[config.mk]
export PLATFORM = sky130hd
export DESIGN_NAME = video_tpg_axis_flat
export DESIGN_NICKNAME = d
export VERILOG_FILES = /design/src/rtl/video_tpg_axis_if.sv /design/src/rtl/video_tpg_axis.sv /design/src/flat_wrapper.sv
export SDC_FILE = /design/constraint.sdc
export NUM_CORES = 1
export LEC_CHECK = 0
export BUFFER_PORTS_ARGS = -buffer_cell sky130_fd_sc_hd__buf_2
export CAP_MARGIN = 30
export CORE_MARGIN = 1.5
export CORE_UTILIZATION = 61
export CTS_CLUSTER_DIAMETER = 50
export DETAILED_ROUTE_END_ITERATION = 12
export PLACE_DENSITY = 0.92
export SLEW_MARGIN = 10
export SYNTH_ARGS = -nofsm -noshare
export SYNTH_HDL_FRONTEND = slang
export SYNTH_SLANG_ARGS = --single-unit
[constraint.sdc]
create_clock -name aclk -period 4.05 [get_ports aclk]
set_input_delay 0.81 -clock aclk [delete_from_list [all_inputs] [get_ports aclk]]
set_output_delay 0.81 -clock aclk [all_outputs]
set_load 0.03 [all_outputs]
[src/rtl/video_tpg_axis_if.sv]
// 24-bit AXI4-Stream video link: tuser marks start of frame, tlast marks end of line.
interface video_tpg_axis_if;
    logic [23:0] tdata;
    logic        tvalid;
    logic        tready;
    logic        tuser;
    logic        tlast;

    modport master (output tdata, tvalid, tuser, tlast, input tready);
    modport slave  (input tdata, tvalid, tuser, tlast, output tready);
endinterface

[src/rtl/video_tpg_axis.sv]
// Test-pattern generator driving full AXI4-Stream video frames (bars, ramp, checkerboard, solid)
// with backpressure support, a frame-done pulse and a completed-frame counter.
module video_tpg_axis #(
    parameter int UDLY     = 1,
    parameter int H_ACTIVE = 640,
    parameter int V_ACTIVE = 480,
    parameter int CHK_LOG2 = 5
) (
    input  logic                    aclk,
    input  logic                    areset,
    input  logic                    enable,
    input  logic [1:0]              pattern_sel,
    input  logic [23:0]             solid_rgb,
    video_tpg_axis_if.master        m_axis_video,
    output logic                    frame_done,
    output logic [15:0]             frame_cnt
);
    localparam int XW    = $clog2(H_ACTIVE);
    localparam int YW    = (V_ACTIVE > 1) ? $clog2(V_ACTIVE) : 1;
    localparam int BAR_W = H_ACTIVE / 8;
    localparam int BW    = (BAR_W > 1) ? $clog2(BAR_W) : 1;
    localparam logic [XW-1:0] X_LAST = XW'(H_ACTIVE - 1);
    localparam logic [YW-1:0] Y_LAST = YW'(V_ACTIVE - 1);
    localparam logic [BW-1:0] B_LAST = BW'(BAR_W - 1);

    // Output delay applies in simulation only; the registers here are zero-delay.
    if (UDLY < 0) begin : g_udly_unused
    end

    typedef enum logic {IDLE, ACTIVE} state_t;

    state_t         state_q, state_d;
    logic [XW-1:0]  x_q, x_d;
    logic [YW-1:0]  y_q, y_d;
    logic [BW-1:0]  bcnt_q, bcnt_d;
    logic [2:0]     bidx_q, bidx_d;
    logic [1:0]     pat_q, pat_d;
    logic [23:0]    solid_q, solid_d;
    logic [23:0]    tdata_q, tdata_d;
    logic           tvalid_q, tvalid_d;
    logic           tuser_q, tuser_d;
    logic           tlast_q, tlast_d;
    logic           done_q, done_d;
    logic [15:0]    cnt_q, cnt_d;
    logic           hs, x_end, frame_end, load;

    // Bar index comes from the running bar counter, so no divider is needed.
    function automatic logic [23:0] pixel(input logic [1:0] p, input logic [23:0] s,
                                          input logic [XW-1:0] px, input logic [YW-1:0] py,
                                          input logic [2:0] bi);
        logic [31:0] xe;
        logic [31:0] ye;
        logic [23:0] v;
        xe = 32'(px);
        ye = 32'(py);
        case (p)
            2'd0: begin
                case (bi)
                    3'd0:    v = 24'hFFFFFF;
                    3'd1:    v = 24'hFF00FF;
                    3'd2:    v = 24'h00FFFF;
                    3'd3:    v = 24'h0000FF;
                    3'd4:    v = 24'hFFFF00;
                    3'd5:    v = 24'hFF0000;
                    3'd6:    v = 24'h00FF00;
                    default: v = 24'h000000;
                endcase
            end
            2'd1:    v = {3{xe[7:0]}};
            2'd2:    v = (xe[CHK_LOG2] ^ ye[CHK_LOG2]) ? 24'hFFFFFF : 24'h000000;
            default: v = s;
        endcase
        return v;
    endfunction

    always_comb begin
        state_d   = state_q;
        x_d       = x_q;
        y_d       = y_q;
        bcnt_d    = bcnt_q;
        bidx_d    = bidx_q;
        pat_d     = pat_q;
        solid_d   = solid_q;
        tdata_d   = tdata_q;
        tvalid_d  = tvalid_q;
        tuser_d   = tuser_q;
        tlast_d   = tlast_q;
        done_d    = 1'b0;
        cnt_d     = cnt_q;
        load      = 1'b0;
        hs        = tvalid_q & m_axis_video.tready;
        x_end     = (x_q == X_LAST);
        frame_end = x_end && (y_q == Y_LAST);

        case (state_q)
            IDLE: begin
                if (enable) load = 1'b1;
            end
            ACTIVE: begin
                if (hs) begin
                    if (frame_end) begin
                        done_d = 1'b1;
                        cnt_d  = cnt_q + 16'd1;
                        if (enable) begin
                            load = 1'b1;
                        end else begin
                            state_d  = IDLE;
                            tvalid_d = 1'b0;
                            tuser_d  = 1'b0;
                            tlast_d  = 1'b0;
                        end
                    end else begin
                        if (x_end) begin
                            x_d    = '0;
                            y_d    = y_q + YW'(1);
                            bcnt_d = '0;
                            bidx_d = 3'd0;
                        end else begin
                            x_d = x_q + XW'(1);
                            if (bcnt_q == B_LAST) begin
                                bcnt_d = '0;
                                bidx_d = bidx_q + 3'd1;
                            end else begin
                                bcnt_d = bcnt_q + BW'(1);
                            end
                        end
                        tuser_d = 1'b0;
                        tlast_d = (x_d == X_LAST);
                        tdata_d = pixel(pat_q, solid_q, x_d, y_d, bidx_d);
                    end
                end
            end
            default: state_d = IDLE;
        endcase

        // Frame start: selection is captured here and held for the whole frame.
        if (load) begin
            state_d  = ACTIVE;
            pat_d    = pattern_sel;
            solid_d  = solid_rgb;
            x_d      = '0;
            y_d      = '0;
            bcnt_d   = '0;
            bidx_d   = 3'd0;
            tvalid_d = 1'b1;
            tuser_d  = 1'b1;
            tlast_d  = 1'b0;
            tdata_d  = pixel(pattern_sel, solid_rgb, '0, '0, 3'd0);
        end
    end

    always_ff @(posedge aclk) begin
        if (areset) begin
            state_q  <= IDLE;
            x_q      <= '0;
            y_q      <= '0;
            bcnt_q   <= '0;
            bidx_q   <= 3'd0;
            pat_q    <= 2'd0;
            solid_q  <= 24'd0;
            tdata_q  <= 24'd0;
            tvalid_q <= 1'b0;
            tuser_q  <= 1'b0;
            tlast_q  <= 1'b0;
            done_q   <= 1'b0;
            cnt_q    <= 16'd0;
        end else begin
            state_q  <= state_d;
            x_q      <= x_d;
            y_q      <= y_d;
            bcnt_q   <= bcnt_d;
            bidx_q   <= bidx_d;
            pat_q    <= pat_d;
            solid_q  <= solid_d;
            tdata_q  <= tdata_d;
            tvalid_q <= tvalid_d;
            tuser_q  <= tuser_d;
            tlast_q  <= tlast_d;
            done_q   <= done_d;
            cnt_q    <= cnt_d;
        end
    end

    assign m_axis_video.tdata  = tdata_q;
    assign m_axis_video.tvalid = tvalid_q;
    assign m_axis_video.tuser  = tuser_q;
    assign m_axis_video.tlast  = tlast_q;
    assign frame_done          = done_q;
    assign frame_cnt           = cnt_q;
endmodule

[src/flat_wrapper.sv]
// flat-port wrapper written by rule: the top's interface ports become plain ports
module video_tpg_axis_flat 
#(
    parameter int UDLY     = 1,
    parameter int H_ACTIVE = 640,
    parameter int V_ACTIVE = 480,
    parameter int CHK_LOG2 = 5
)
  (aclk, areset, enable, pattern_sel, solid_rgb, frame_done, frame_cnt, m_axis_video_tdata, m_axis_video_tvalid, m_axis_video_tuser, m_axis_video_tlast, m_axis_video_tready);
  video_tpg_axis_if m_axis_video_i ();
  input  logic aclk;
  input  logic areset;
  input  logic enable;
  input  logic [1:0] pattern_sel;
  input  logic [23:0] solid_rgb;
  output logic frame_done;
  output logic [15:0] frame_cnt;
  output wire logic [$bits(m_axis_video_i.tdata)-1:0] m_axis_video_tdata;
  output wire logic [$bits(m_axis_video_i.tvalid)-1:0] m_axis_video_tvalid;
  output wire logic [$bits(m_axis_video_i.tuser)-1:0] m_axis_video_tuser;
  output wire logic [$bits(m_axis_video_i.tlast)-1:0] m_axis_video_tlast;
  input wire logic [$bits(m_axis_video_i.tready)-1:0] m_axis_video_tready;
  assign m_axis_video_tdata = m_axis_video_i.tdata;
  assign m_axis_video_tvalid = m_axis_video_i.tvalid;
  assign m_axis_video_tuser = m_axis_video_i.tuser;
  assign m_axis_video_tlast = m_axis_video_i.tlast;
  assign m_axis_video_i.tready = m_axis_video_tready;
  video_tpg_axis #(.UDLY(UDLY), .H_ACTIVE(H_ACTIVE), .V_ACTIVE(V_ACTIVE), .CHK_LOG2(CHK_LOG2)) u_core (.aclk(aclk), .areset(areset), .enable(enable), .pattern_sel(pattern_sel), .solid_rgb(solid_rgb), .m_axis_video(m_axis_video_i), .frame_done(frame_done), .frame_cnt(frame_cnt));
endmodule
==> reports/qor.txt, run 1 <==
hold buffers post-CTS = 0
GRT Total Usage = 32.6%
global route hottest layer = met2
clk_skew = 13.6 ps
drt wl/cell = 17.6 µm
Cells after Synth = 672
fmax = 0.302 GHz
design area = 5830 µm²
leading area contributor after synthesis = dfxtp_1
Hold Fails Final Rpt = 0
hold path endpoint = u_core.solid_q[0]
PostCTS Resize Cnt = 0
Yosys warning count = 0
dpl hpwl = 10400 µm
WS Path Type = reg2reg
Final Setup Violations = 0
grt total ovfl = 0
I/O Buffers = 73
DP Area = 5620 µm²
worst min path class = reg2reg
GRT met3 Usage = 10.4%
most frequent cells in the layout = 100 x dfxtp_1, 92 x nand2_1, 92 x nor2_1
maxcap violations = 0
max_slew headroom = 43.4%
Top FF cell, synth = dfxtp_1
total vias in the final route = 5387
Bufs and invs on worst path = 0
Yosys top cell area share = 38.1%
leakage = 2.21 nW
outcome = completed
GR Util met1 = 39.8%
cells along the critical path = ha_1 > and3_1 > and4_1 > a21o_4 > and2_1 > a22oi_1 > a2111oi_0
Crit path max-delay family = simple AND/OR/NAND/NOR gates
synth top area cells = dfxtp_1 38%, nand2_1 6.6%, nor2_1 6.6%, a21oi_1 6.1%, nand3_1 3.3%
number of enable flip-flop cells after synthesis = 0
Reg2Reg Setup Slack = 740 ps
chip width = 95.8 µm
Nets = 757
Setup Buffers After CTS = 0
WHS Path Cells = 2
Clock Tree Root = clkbuf_8
CTS sink count = 100
Pre-antenna DRT Iters = 5
crit-path max FO = 43
H-tree depth = 3
Routed WL = 14600 µm
DIE AREA = 9170 µm²
# DRC = 0
CTS tree = built
sequential area share after synthesis = 38.1%
unrepaired setup endpoints after global routing = no
vias per cell = 6.48
Critical Path RT = 4300 ps
Clock Path Buffers = 2
met2 Usage GRT = 52.5%
Placed Cells = 814
Worst-Margin Slew = 849 ps
post-route ant nets = 0
vias in the first global route = 5119
critical path arrival = 3560 ps
Mapped Nets = 708
worst-skew pair later-pin latency = 380 ps
power per cell area = 349 nW/µm²
routability congestion estimate = 1.00
layout cell share with drive strength beyond 1 = 16.3%
Final Max Slew Viols = 0
ant diodes = 0
endpoint type of the worst setup path = register
Clk pin slew, worst setup/hold paths = 110 ps
Setup TNS Final = 0 ps
Post-synth ARST share = 0%
CP max stage delay = 640 ps
hold path startpoint = u_core.solid_q[0]
worst vdd ir = 0.000205 V
CP max stage cell = and2_1
Num CTS Buffers = 9
most common cell after layout, fill and taps aside = dfxtp_1
crit path launch type = register
R2R Path Start = u_core.x_q[0]
core area = 8260 µm²
initial antenna violation count = 0
Std-Cell Rows = 33
io pins = 74
synthesized area per cell = 7.81 µm²
initial drt markers = 444
largest net degree at the start of global routing = 44
synthesis-stage register bit count = 100
Initial Util = 63.6%
Crit Reg-Reg Endpoint = u_core.m_axis_video.tdata[9]
synth-to-layout area growth = 11.1%
worst reg2reg path depth = 7
fin crit period = 3310 ps
Non-Filler Instances = 831
crit share post-route = 81.7%
Vert. Die Dim = 95.8 µm
synthesized area = 5250 µm²
Distinct cells, synth = 62
first-pass GRT wire length = 23500 µm
[metal layers]
| metal | share of wire (%) | vias to the layer above |
|---|---|---|
| met5 | 0 | - |
| met4 | 3.1 | 0 |
| met3 | 9.8 | 49 |
| met2 | 47 | 328 |
| met1 | 40 | 2512 |
| li1 | - | 2498 |
[cells in the mapped netlist (4+ instances only)]
cell,count
a211oi_1,10
and2_1,6
xor2_1,17
nor2_1,92
clkbuf_1,30
a221oi_1,6
ha_1,6
o31ai_1,4
o21ai_0,23
a31oi_1,7
nand4_1,16
or3_1,5
nor3_1,26
buf_2,11
and3_1,9
a311oi_1,5
inv_1,11
dfxtp_1,100
a21o_1,4
a22oi_1,5
a21oi_1,64
nand2_1,92
xnor2_1,19
a31o_2,4
nand3_1,35
[logic make-up (layout without fill, tap and decap cells)]
logic type | Yosys count | count (layout) | share of synthesized area (%)
AO/OA/AOI/OAI | 164 | 164 | 21.6
multiplexers | 5 | 5 | 1.00
buffers and inverters | 55 | 109 | 4.48
flip-flops | 100 | 100 | 38.1
adder cells (fa/ha/maj) | 6 | 6 | 1.43
XOR/XNOR | 36 | 36 | 6.01
AND/OR/NAND/NOR | 306 | 306 | 27.4
[area by class of cell]
cell class / instances / area (µm²)
inverters: 11 / 41.3
well taps: 105 / 131
flip-flops and latches: 100 / 2000
clock inverters: 7 / 78.8
clock buffers: 9 / 124
multi-input cells: 517 / 3020
fillers: 643 / 2420
repair buffers: 82 / 440
[report_power, final]
group	total (mW)	internal (mW)	leakage, nW	switching (mW)
clock network	0.649	0.246	0.102	0.403
registers	1.06	1.03	0.817	0.0312
logic	0.327	0.106	1.29	0.221
total	2.04	1.38	2.21	0.655
[per-stage QoR]
step                power (mW)  utilization (%)  worst slack, ps  hold WS (ps)
CTS                       2.03             70.5              918           462
detailed placement        1.40             68.0              989           446
global placement          1.39             68.0             1140           437
floorplan                 1.30                -             1700           429
global route              2.11             70.7              523           485
finish                    2.04             70.7              740           460
[state kept, by name, indices dropped and copies added (netlist names)]
register / count
u_core.bidx_q: 3
u_core.y_q: 9
u_core.frame_cnt: 16
u_core.m_axis_video.tdata: 24
u_core.frame_done: 1
u_core.pat_q: 2
u_core.m_axis_video.tvalid: 1
u_core.bcnt_q: 7
u_core.m_axis_video.tuser: 1
u_core.solid_q: 24
u_core.m_axis_video.tlast: 1
u_core.x_q: 10
u_core.state_q: 1
[tightest hold or removal path: cells and delay by family, from the launching register on]
kind	cells	cell delay [ps]
compound gates	1	50
flops	1	320
simple gates	1	50
[worst max-delay path by stage]
stage / startpoint / end / slack, ps / cells after the start
6_report: u_core.x_q[0] / u_core.m_axis_video.tdata[9] / 740 / 7
5_1_grt: u_core.x_q[0] / u_core.m_axis_video.tdata[9] / 520 / 7
4_1_cts: u_core.x_q[0] / u_core.m_axis_video.tdata[12] / 920 / 7
3_5_place_dp: u_core.x_q[0] / u_core.m_axis_video.tdata[10] / 990 / 7
3_3_place_gp: u_core.x_q[0] / u_core.m_axis_video.tdata[9] / 1140 / 7
2_1_floorplan: u_core.x_q[0] / u_core.m_axis_video.tdata[9] / 1700 / 7
(Power assumes the default switching activity.)
==> run 2, diff against run 1 <==
- CORE_UTILIZATION: 61 -> 58
- PLACE_DENSITY: 0.92 -> 0.89
- clock period: 4.05 -> 3.3 ns (I/O delays scaled with it)
==> run 2 against run 1 <==
- total power is 21% higher
- largest cell class unchanged
- final area increased by 0.26%
- count of clock-buffer cells in the layout unchanged
- fmax increased by 13%
- sequential share of layout area down 0.088 points
- critical path depth unchanged
- final cell count rose by 0.72%
- first-iteration DRC count shrank 3.2%
- clock skew about the same
- hold slack worse by 3.8 ps
==> reports/qor.txt, run 2 (synthesized netlist as in run 1, its figures left out) <==
I/O Buffers = 73 (unchanged)
layout cell share with drive strength beyond 1 = 16.6% (+0.34 points)
Num CTS Buffers = 9 (unchanged)
worst-skew pair later-pin latency = 390 ps (about the same)
worst vdd ir = 0.000268 V (+31%)
total vias in the final route = 5277 (-2.0%)
ant diodes = 0 (unchanged)
Nets = 760 (+0.40%)
H-tree depth = 3 (unchanged)
fmax = 0.341 GHz (+13%)
unrepaired setup endpoints after global routing = no
cells along the critical path = ha_1 > nand3_1 > nor4_1 > mux2_2 > o211ai_1 > nor3_1 > a2111oi_1
vias per cell = 6.30 (-2.7%)
Critical Path Stages = 7 (unchanged)
Std-Cell Rows = 34 (+3.0%)
first-pass GRT wire length = 23900 µm (+1.4%)
DP Worst Slack = 475 ps (-514 ps)
DIE AREA = 9630 µm² (+5.0%)
Clock Path Buffers = 2 (unchanged)
crit-path max FO = 7 (-84%)
vias in the first global route = 5097 (-0.43%)
max_slew headroom = 49.6% (+6.2 points)
hold buffers post-CTS = 0 (unchanged)
drt wl/cell = 17.4 µm (-1.3%)
Vert. Die Dim = 98.1 µm (+2.5%)
chip width = 98.1 µm (+2.5%)
Hold Fails Final Rpt = 0 (unchanged)
Final Max Slew Viols = 0 (unchanged)
CP startpoint = u_core.x_q[0]
worst min path class = reg2reg
Pre-antenna DRT Iters = 5 (unchanged)
met2 Usage GRT = 49.3% (-3.1 points)
fin crit period = 2930 ps (-378 ps)
CTS tree = built
Critical Path RT = 3560 ps (-740 ps)
CP max stage cell = nor4_1
grt total ovfl = 0 (unchanged)
initial drt markers = 430 (-3.2%)
dpl hpwl = 10600 µm (+2.6%)
routability congestion estimate = 0.976 (-2.7%)
most common cell after layout, fill and taps aside = dfxtp_1
clk_skew = 13.9 ps (+0.331 ps)
initial antenna violation count = 0 (unchanged)
CTS sink count = 100 (unchanged)
Crit path max-delay family = simple AND/OR/NAND/NOR gates
WS Path Type = reg2reg
final setup margin = 368 ps (-372 ps)
global route hottest layer = met2
Clock Tree Root = clkbuf_8
largest net degree at the start of global routing = 44 (unchanged)
Clk pin slew, worst setup/hold paths = 100 ps (about the same)
crit share post-route = 88.9% (+7.1 points)
outcome = completed
CP max stage delay = 460 ps (-180 ps)
GRT Total Usage = 30.3% (-2.3 points)
Worst-Margin Slew = 752 ps (-97.4 ps)
Non-Filler Instances = 837 (+0.72%)
part of the power in registers = 52.7% (+0.6 points)
core area = 8760 µm² (+6.1%)
Int Power = 1.69 mW (+22%)
io pins = 74 (unchanged)
Gate power share = 16.0% (about the same)
Crit Reg-Reg Endpoint = u_core.m_axis_video.tdata[10]
most frequent cells in the layout = 100 x dfxtp_1, 92 x nand2_1, 92 x nor2_1
Placed Cells = 821 (+0.86%)
Setup TNS Final = 0 ps (unchanged)
Setup Buffers After CTS = 0 (unchanged)
R2R Path Start = u_core.x_q[0]
power per cell area = 422 nW/µm² (+21%)
maxcap violations = 0 (unchanged)
Routed WL = 14500 µm (-0.59%)
leakage = 2.23 nW (+0.64%)
Bufs and invs on worst path = 0 (unchanged)
# DRC = 0 (unchanged)
Reg2Reg Setup Slack = 370 ps (-370 ps)
clock share of power = 31.3% (-0.5 points)
endpoint type of the worst setup path = register
PostCTS Resize Cnt = 0 (unchanged)
crit path launch type = register
GR Util met1 = 38.7% (-1.1 points)
worst reg2reg path depth = 7 (unchanged)
Initial Util = 59.9% (-3.7 points)
Final Setup Violations = 0 (unchanged)
switching power = 0.782 mW (+19%)
GRT met3 Usage = 8.23% (-2.2 points)
Critical Path End = u_core.m_axis_video.tdata[10]
critical path arrival = 3190 ps (-370 ps)
synth-to-layout area growth = 11.4%
sw frac = 31.7% (-0.49 points)
post-route ant nets = 0 (unchanged)
[run 2: power groups by stage]
stage	Sequential (mW)	Clock, mW	Combinational (mW)
2_1_floorplan	1.39	0	0.200
3_3_place_gp	1.32	0	0.381
3_5_place_dp	1.33	0	0.391
4_1_cts	1.30	0.773	0.391
5_1_grt	1.31	0.819	0.428
6_report	1.30	0.772	0.396
[run 2: how the worst min path moves through the flow]
| stage | from | endpoint | slack, ps | cells past startpoint |
|---|---|---|---|---|
| floorplan | u_core.solid_q[11] | u_core.solid_q[11] | 430 | 2 |
| global placement | u_core.solid_q[21] | u_core.solid_q[21] | 430 | 2 |
| detailed placement | u_core.solid_q[21] | u_core.solid_q[21] | 440 | 2 |
| CTS | u_core.solid_q[21] | u_core.solid_q[21] | 450 | 2 |
| global route | u_core.solid_q[19] | u_core.solid_q[19] | 470 | 2 |
| finish | u_core.solid_q[21] | u_core.solid_q[21] | 460 | 2 |
[run 2: tightest hold or removal path: stages (launching register included)]
cell and delay [ps]:
dfxtp_1 320, nand2_1 50, a21oi_1 50
[run 2: cell type report]
type	count	area [µm²]
flip-flops and latches	100	2000
inverters	11	41.3
fillers	731	2910
well taps	108	135
multi-input cells	517	3020
clock buffers	9	124
repair buffers	85	468
clock inverters	7	62.6
[run 2: through the flow]
step | power, mW | hold slack, ps | utilization (%) | area (µm²)
after floorplan | 1.59 | 429 | - | 5250
after global placement | 1.71 | 434 | 64.6 | 5660
final | 2.47 | 456 | 66.7 | 5850
after global routing | 2.55 | 474 | 66.7 | 5850
after CTS | 2.46 | 455 | 66.7 | 5850
after detailed placement | 1.72 | 443 | 64.6 | 5660
[run 2: layer usage]
layer | vias up | wire length, µm
met5 | - | 0
met1 | 2487 | 6070
met2 | 252 | 6760
met4 | 0 | 386
li1 | 2500 | -
met3 | 38 | 1320
